==> config.mk <==
export PLATFORM = sky130hd
export DESIGN_NAME = osc_wake_ctrl_flat
export DESIGN_NICKNAME = d
export VERILOG_FILES = /design/src/rtl/osc_wake_pkg.sv /design/src/rtl/osc_wake_if.sv /design/src/rtl/osc_wake_sync.sv /design/src/rtl/osc_wake_ctrl.sv /design/src/flat_wrapper.sv
export SDC_FILE = /design/constraint.sdc
export NUM_CORES = 1
export LEC_CHECK = 0
export CAP_MARGIN = 20
export CORE_MARGIN = 4
export CORE_UTILIZATION = 36
export DETAILED_ROUTE_END_ITERATION = 8
export GPL_ROUTABILITY_DRIVEN = 0
export PLACE_DENSITY = 0.61
export SLEW_MARGIN = 20
export SYNTH_ARGS = -nofsm -noshare
export SYNTH_HDL_FRONTEND = slang
export SYNTH_SLANG_ARGS = --single-unit
==> constraint.sdc <==
create_clock -name CLK -period 3.38 [get_ports CLK]
set_clock_uncertainty 0.2 [all_clocks]
set_input_delay 0.507 -clock CLK [delete_from_list [all_inputs] [get_ports CLK]]
set_output_delay 0.507 -clock CLK [all_outputs]
set_load 0.1 [all_outputs]
==> src/rtl/osc_wake_pkg.sv <==
// Shared types and defaults for the oscillator / wake controller.
package osc_wake_pkg;

  typedef enum logic [2:0] {
    ST_RST_HOLD = 3'd0,
    ST_WARMUP   = 3'd1,
    ST_RUN      = 3'd2,
    ST_HALT     = 3'd3,
    ST_STOP     = 3'd4
  } state_e;

  localparam int unsigned RST_HOLD_DEF      = 4;
  localparam int unsigned STABLE_CYCLES_DEF = 16;
  localparam int unsigned NIRQ_DEF          = 5;

  // Counter width sized for the longer of the two timed phases, never zero.
  function automatic int unsigned cnt_w(input int unsigned a, input int unsigned b);
    int unsigned m;
    m = (a > b) ? a : b;
    return ($clog2(m) > 0) ? $clog2(m) : 1;
  endfunction

endpackage

==> src/rtl/osc_wake_if.sv <==
// Sequencer-facing bundle: HALT/STOP requests and interrupt/joypad inputs in,
// reset/stable/wake/clock-gate indications out.
interface osc_wake_if #(parameter int unsigned NIRQ = 5);
  logic            CLK_ENA;
  logic            OSC_ENA;
  logic [NIRQ-1:0] IRQ_PEND;
  logic [NIRQ-1:0] IE;
  logic [3:0]      JOYP_N;
  logic            SYNC_RESET;
  logic            OSC_STABLE;
  logic            WAKE;
  logic            CPU_CLK_GATE;
  logic [2:0]      STATE;

  modport master (
    output CLK_ENA, OSC_ENA, IRQ_PEND, IE, JOYP_N,
    input  SYNC_RESET, OSC_STABLE, WAKE, CPU_CLK_GATE, STATE
  );

  modport slave (
    input  CLK_ENA, OSC_ENA, IRQ_PEND, IE, JOYP_N,
    output SYNC_RESET, OSC_STABLE, WAKE, CPU_CLK_GATE, STATE
  );
endinterface

==> src/rtl/osc_wake_sync.sv <==
// N-bit two-flop synchroniser; resets to all-ones so idle active-low lines stay inactive.
module osc_wake_sync #(
  parameter int unsigned W = 4
) (
  input  logic         clk,
  input  logic         rst,
  input  logic [W-1:0] d_i,
  output logic [W-1:0] q_o
);
  logic [W-1:0] meta_q, sync_q;

  always_ff @(posedge clk or posedge rst) begin
    if (rst) begin
      meta_q <= '1;
      sync_q <= '1;
    end else begin
      meta_q <= d_i;
      sync_q <= meta_q;
    end
  end

  assign q_o = sync_q;
endmodule

==> src/rtl/osc_wake_ctrl.sv <==
// Clock/reset responder for the CPU sequencer: reset hold, oscillator warm-up,
// HALT/STOP handling with wake pulses, and CPU clock gating.
module osc_wake_ctrl
  import osc_wake_pkg::*;
#(
  parameter int unsigned RST_HOLD      = RST_HOLD_DEF,
  parameter int unsigned STABLE_CYCLES = STABLE_CYCLES_DEF,
  parameter int unsigned NIRQ          = NIRQ_DEF
) (
  input  logic       CLK,
  input  logic       RESET,
  osc_wake_if.slave  bus
);
  localparam int unsigned CW      = cnt_w(RST_HOLD, STABLE_CYCLES);
  localparam logic [CW-1:0] HOLD_LD = CW'(RST_HOLD - 1);
  localparam logic [CW-1:0] WARM_LD = CW'(STABLE_CYCLES - 1);

  state_e          state_q, state_d;
  logic [CW-1:0]   cnt_q, cnt_d;
  logic            sync_reset_q, sync_reset_d;
  logic            osc_stable_q, osc_stable_d;
  logic            wake_q, wake_d;
  logic            gate_q, gate_d;
  logic [3:0]      joy_s;
  logic [NIRQ-1:0] irq_en;
  logic            wake_irq, wake_stop;

  osc_wake_sync #(.W(4)) u_joy_sync (
    .clk (CLK),
    .rst (RESET),
    .d_i (bus.JOYP_N),
    .q_o (joy_s)
  );

  assign irq_en    = bus.IRQ_PEND & bus.IE;
  assign wake_irq  = |irq_en;
  assign wake_stop = ~&joy_s | wake_irq;

  always_comb begin
    state_d = state_q;
    cnt_d   = '0;
    wake_d  = 1'b0;
    case (state_q)
      ST_RST_HOLD: begin
        if (cnt_q == '0) begin
          state_d = ST_WARMUP;
          cnt_d   = WARM_LD;
        end else begin
          cnt_d = cnt_q - CW'(1);
        end
      end
      ST_WARMUP: begin
        // A still-set SYNC_RESET marks the power-up warm-up, which always ends in RUN.
        if (cnt_q == '0) state_d = (sync_reset_q || bus.OSC_ENA) ? ST_RUN : ST_STOP;
        else             cnt_d   = cnt_q - CW'(1);
      end
      ST_RUN: begin
        if (!bus.OSC_ENA)      state_d = ST_STOP;
        else if (!bus.CLK_ENA) state_d = ST_HALT;
      end
      ST_HALT: begin
        if (!bus.OSC_ENA) state_d = ST_STOP;
        else if (wake_irq) begin
          state_d = ST_RUN;
          wake_d  = 1'b1;
        end else if (bus.CLK_ENA) state_d = ST_RUN;
      end
      ST_STOP: begin
        if (wake_stop) begin
          state_d = ST_WARMUP;
          cnt_d   = WARM_LD;
          wake_d  = 1'b1;
        end
      end
      default: begin
        state_d = ST_RST_HOLD;
        cnt_d   = HOLD_LD;
      end
    endcase
    sync_reset_d = (state_d == ST_RST_HOLD) || (sync_reset_q && state_d != ST_RUN);
    osc_stable_d = (state_d == ST_RUN) || (state_d == ST_HALT);
    gate_d       = (state_d == ST_RUN);
  end

  always_ff @(posedge CLK or posedge RESET) begin
    if (RESET) begin
      state_q      <= ST_RST_HOLD;
      cnt_q        <= HOLD_LD;
      sync_reset_q <= 1'b1;
      osc_stable_q <= 1'b0;
      wake_q       <= 1'b0;
      gate_q       <= 1'b0;
    end else begin
      state_q      <= state_d;
      cnt_q        <= cnt_d;
      sync_reset_q <= sync_reset_d;
      osc_stable_q <= osc_stable_d;
      wake_q       <= wake_d;
      gate_q       <= gate_d;
    end
  end

  assign bus.SYNC_RESET   = sync_reset_q;
  assign bus.OSC_STABLE   = osc_stable_q;
  assign bus.WAKE         = wake_q;
  assign bus.CPU_CLK_GATE = gate_q;
  assign bus.STATE        = state_q;
endmodule

==> src/flat_wrapper.sv <==
// flat-port wrapper written by rule: the top's interface ports become plain ports
module osc_wake_ctrl_flat import osc_wake_pkg::*;
#(
  parameter int unsigned RST_HOLD      = RST_HOLD_DEF,
  parameter int unsigned STABLE_CYCLES = STABLE_CYCLES_DEF,
  parameter int unsigned NIRQ          = NIRQ_DEF
)
  (CLK, RESET, bus_CLK_ENA, bus_OSC_ENA, bus_IRQ_PEND, bus_IE, bus_JOYP_N, bus_SYNC_RESET, bus_OSC_STABLE, bus_WAKE, bus_CPU_CLK_GATE, bus_STATE);
  osc_wake_if #(.NIRQ(NIRQ)) bus_i ();
  input  logic CLK;
  input  logic RESET;
  input wire logic [$bits(bus_i.CLK_ENA)-1:0] bus_CLK_ENA;
  input wire logic [$bits(bus_i.OSC_ENA)-1:0] bus_OSC_ENA;
  input wire logic [$bits(bus_i.IRQ_PEND)-1:0] bus_IRQ_PEND;
  input wire logic [$bits(bus_i.IE)-1:0] bus_IE;
  input wire logic [$bits(bus_i.JOYP_N)-1:0] bus_JOYP_N;
  output wire logic [$bits(bus_i.SYNC_RESET)-1:0] bus_SYNC_RESET;
  output wire logic [$bits(bus_i.OSC_STABLE)-1:0] bus_OSC_STABLE;
  output wire logic [$bits(bus_i.WAKE)-1:0] bus_WAKE;
  output wire logic [$bits(bus_i.CPU_CLK_GATE)-1:0] bus_CPU_CLK_GATE;
  output wire logic [$bits(bus_i.STATE)-1:0] bus_STATE;
  assign bus_i.CLK_ENA = bus_CLK_ENA;
  assign bus_i.OSC_ENA = bus_OSC_ENA;
  assign bus_i.IRQ_PEND = bus_IRQ_PEND;
  assign bus_i.IE = bus_IE;
  assign bus_i.JOYP_N = bus_JOYP_N;
  assign bus_SYNC_RESET = bus_i.SYNC_RESET;
  assign bus_OSC_STABLE = bus_i.OSC_STABLE;
  assign bus_WAKE = bus_i.WAKE;
  assign bus_CPU_CLK_GATE = bus_i.CPU_CLK_GATE;
  assign bus_STATE = bus_i.STATE;
  osc_wake_ctrl #(.RST_HOLD(RST_HOLD), .STABLE_CYCLES(STABLE_CYCLES), .NIRQ(NIRQ)) u_core (.CLK(CLK), .RESET(RESET), .bus(bus_i));
endmodule
==> impl_metrics.csv <==
group,metric,value,unit
sta,worst_hold_slack_after_final_layout,0.160,ns
yosys,post_synth_inst_count,76,
routing,route.final.wire_length,1.77,mm
routing,detail_route.drc_violations,0,
worst_setup_path,worstPathBufferInverterCount,1,
sta,unrepaired_setup_endpoints_after_global_routing,"no",
worst_setup_path,timing.critical_path.slowest_stage_cell,"dfrtp_1",
sta,totalNegativeSetupSlack,0,ns
worst_setup_path,crit_arrival,1.25,ns
worst_setup_path,cp_num_cells,1,
pwr,total_power,1.05,mW
final_layout,finalNetCount,124,
yosys,ys.warnings.count,0,
cts,cts_tree,"yes",
routing,dr.pass1.iters,4,
sta,timing_worst_slew_pin_value,0.653,ns
sta,setup_failing_eps_final,0,
cts,cts_resized,0,
die,die_span_in_y,56.6,µm
routing,drtAntennaViolNets,0,
yosys,synth-edff-count,0,
sta,finalWorstSetupSlack,1.42,ns
worst_setup_path,crit_path_max_fanout,13,
worst_setup_path,crit_path_end_kind,"primary output",
die,fp.dieW,56.6,µm
sta,relSlewSlack,56.4,%
placement,numPortBuffers,24,
final_layout,final_layout_size_suffix_gt1_share,25.2,%
worst_setup_path,critPathRequiredTime,2.67,ns
final_layout,layout_common_cells,"clkdlybuf4s50_1, dfstp_2, nand2_1, dfrtp_1, buf_4",
final_layout,fillers,218,
yosys,postSynthAreaPerCell,11.2,µm²
routing,drt-vias-per-instance,5.09,
sta,timing.final.crit_share,57.9,%
yosys,synth_async_sr_flop_share,100,%
final_layout,layout.cells.most_common,"clkdlybuf4s50_1",
worst_setup_path,timing.critical_path.from_type,"register",
final_layout,design_area,1130,µm²
yosys,netlist-cell-type-count,30,
placement,place_ws,1.22,ns
final_layout,area_growth_syn_to_layout,32.8,%
placement,dp_hpwl,1.40,mm
grt,grt_use_total,12.1,%
grt,grt_pass1_vias,650,
min_path,worstHoldPathCells,0,
worst_setup_path,worst-setup-path-type,"register to primary output",
die,placementRows,17,
die,dieArea,3210,µm²
routing,first_iter_violations,11,
worst_setup_path,worst_path_dominant_cell_family,"flip-flops",
pwr,total_leakage_power,0.492,nW
flow_run,timing.max_cap.violations,0,
sta,final-hold-violation-count,0,
cts,clkTransAtPathRegs,0.10,ns
placement,placed_area,1100,µm²
cts,cts_hold_buf,0,
pwr,vdd_drop_max,0.451,mV
cts,post-cts-setup-buffer-count,0,
cts,clk_root_buffer_cell,"clkbuf_4",
routing,drt-wirelength-per-cell,13.5,µm
yosys,synth.net_count,96,
yosys,synth-seq-cells,19,
final_layout,antenna_cells_inserted,0,
yosys,yosysSeqAreaShare,57.5,%
pwr,power_per_standard_cell_area,927,nW/µm²
die,top_level_ports,25,
yosys,netlist_area,851,µm²
cts,cts.htree.levels,1,
sta,slew_violations,0,
worst_setup_path,crit_path_max_incr_delay,0.59,ns
grt,antenna_found_initial,0,
routing,routed-via-count,667,
grt,globalRouteOverflowTotal,0,
grt,grt_pass1_wl,3.04,mm
grt,grt_max_degree,20,
worst_setup_path,cp_cell_sequence,"buf_4",
yosys,ys_dominant_reg_cell,"dfstp_2",
cts,clock_insertion_delay_worst_skew,0.28,ns
status,outcome,"completed",
die,initial_utilization,38.1,%
worst_setup_path,worstRegToRegCells,6,
cts,cts_max_path_buffers,2,
cts,cts.sink_count,19,
die,core_region_area,2230,µm²
sta,max_freq,511,MHz
cts,cts_buffers,3,
min_path,worst_hold_path_type,"register to register",
sta,layout_min_cycle_time,1.96,ns
worst reg2reg max path, stage by stage (launching register included):
cell      delay, ns
dfstp_2        0.56
inv_1          0.06
ha_1           0.22
and4bb_1       0.23
nor2_1         0.28
nor3_2         0.11
and2_1         0.15
flip-flops by register name, indices dropped and copies added (netlist names):
| register | flops |
|---|---|
| u_core.bus.SYNC_RESET | 1 |
| u_core.cnt_q | 4 |
| u_core.bus.OSC_STABLE | 1 |
| u_core.bus.CPU_CLK_GATE | 1 |
| u_core.u_joy_sync.q_o | 4 |
| u_core.bus.WAKE | 1 |
| u_core.bus.STATE | 3 |
| u_core.u_joy_sync.meta_q | 4 |
synthesized netlist by cell type (all sizes together), types with 2 or more instances:
cell / n / share of area, %
o21ai: 4 / 2.8
ha: 2 / 2.9
nor2: 5 / 2.2
nor3: 4 / 2.9
inv: 5 / 2.2
nand3: 3 / 1.8
nand2: 8 / 3.5
o31ai: 2 / 1.8
dfstp: 11 / 34
a21oi: 4 / 2.4
a22oi: 2 / 1.8
dfrtp: 8 / 24
nor3b: 3 / 3.2
nand4: 2 / 1.5
and4bb: 2 / 2.9
metrics by stage:
| stage | utilization, % | instances |
|---|---|---|
| 2_1_floorplan | - | 76 |
| 3_3_place_gp | 49.4 | 127 |
| 3_5_place_dp | 49.4 | 127 |
| 4_1_cts | 50.6 | 131 |
| 5_1_grt | 50.6 | 131 |
| 6_report | 50.6 | 131 |
cell families (layout without fill, tap and decap cells):
group           count (synthesis)  after routing  share of synthesized area, %
compound gates                 18             18                          14.9
xor+xnor                        1              1                          1.03
fa+ha+maj                       2              2                          2.94
buf+inv                         6             33                          2.79
simple gates                   30             30                          20.9
flops                          19             19                          57.5
power breakdown:
group	switching, mW	leakage (nW)	internal, mW
Clock	0.0606	0.0150	0.0458
Combinational	0.383	0.256	0.183
Sequential	0.0694	0.221	0.306
area by class of cell:
cell class / count / area, µm² / share of cell area [%]
Clock buffer: 4 / 26.3 / 2.33
Inverter: 5 / 18.8 / 1.66
Multi-Input combinational cell: 51 / 338 / 29.9
Sequential cell: 19 / 489 / 43.3
Tap cell: 28 / 35.0 / 3.10
Timing Repair Buffer: 24 / 223 / 19.7
path summary, 6_finish.rpt:
kind                       slack, ns                       end                         from
setup / recovery                1.42              bus_STATE[2]          u_core.bus.STATE[2]
hold / removal                  0.16  u_core.u_joy_sync.q_o[3]  u_core.u_joy_sync.meta_q[3]
setup reg to reg                1.47   u_core.bus.CPU_CLK_GATE              u_core.cnt_q[0]
hold reg to reg                 0.16  u_core.u_joy_sync.q_o[3]  u_core.u_joy_sync.meta_q[3]
max in group asynchronous       2.16           u_core.cnt_q[3]                        RESET
min in group asynchronous       0.40   u_core.bus.CPU_CLK_GATE                        RESET
per-layer routing:
layer | up-vias | GRT usage [%] | share of wire [%] | wire length, µm
met5 | - | 0 | 0 | 0
met4 | 0 | 6.10 | 0.91 | 16
met3 | 2 | 2.99 | 7.8 | 137
met2 | 23 | 20.0 | 49 | 863
met1 | 311 | 14.5 | 42 | 749
li1 | 331 | - | - | -
No activity file was read; power rests on OpenSTA's default activity.
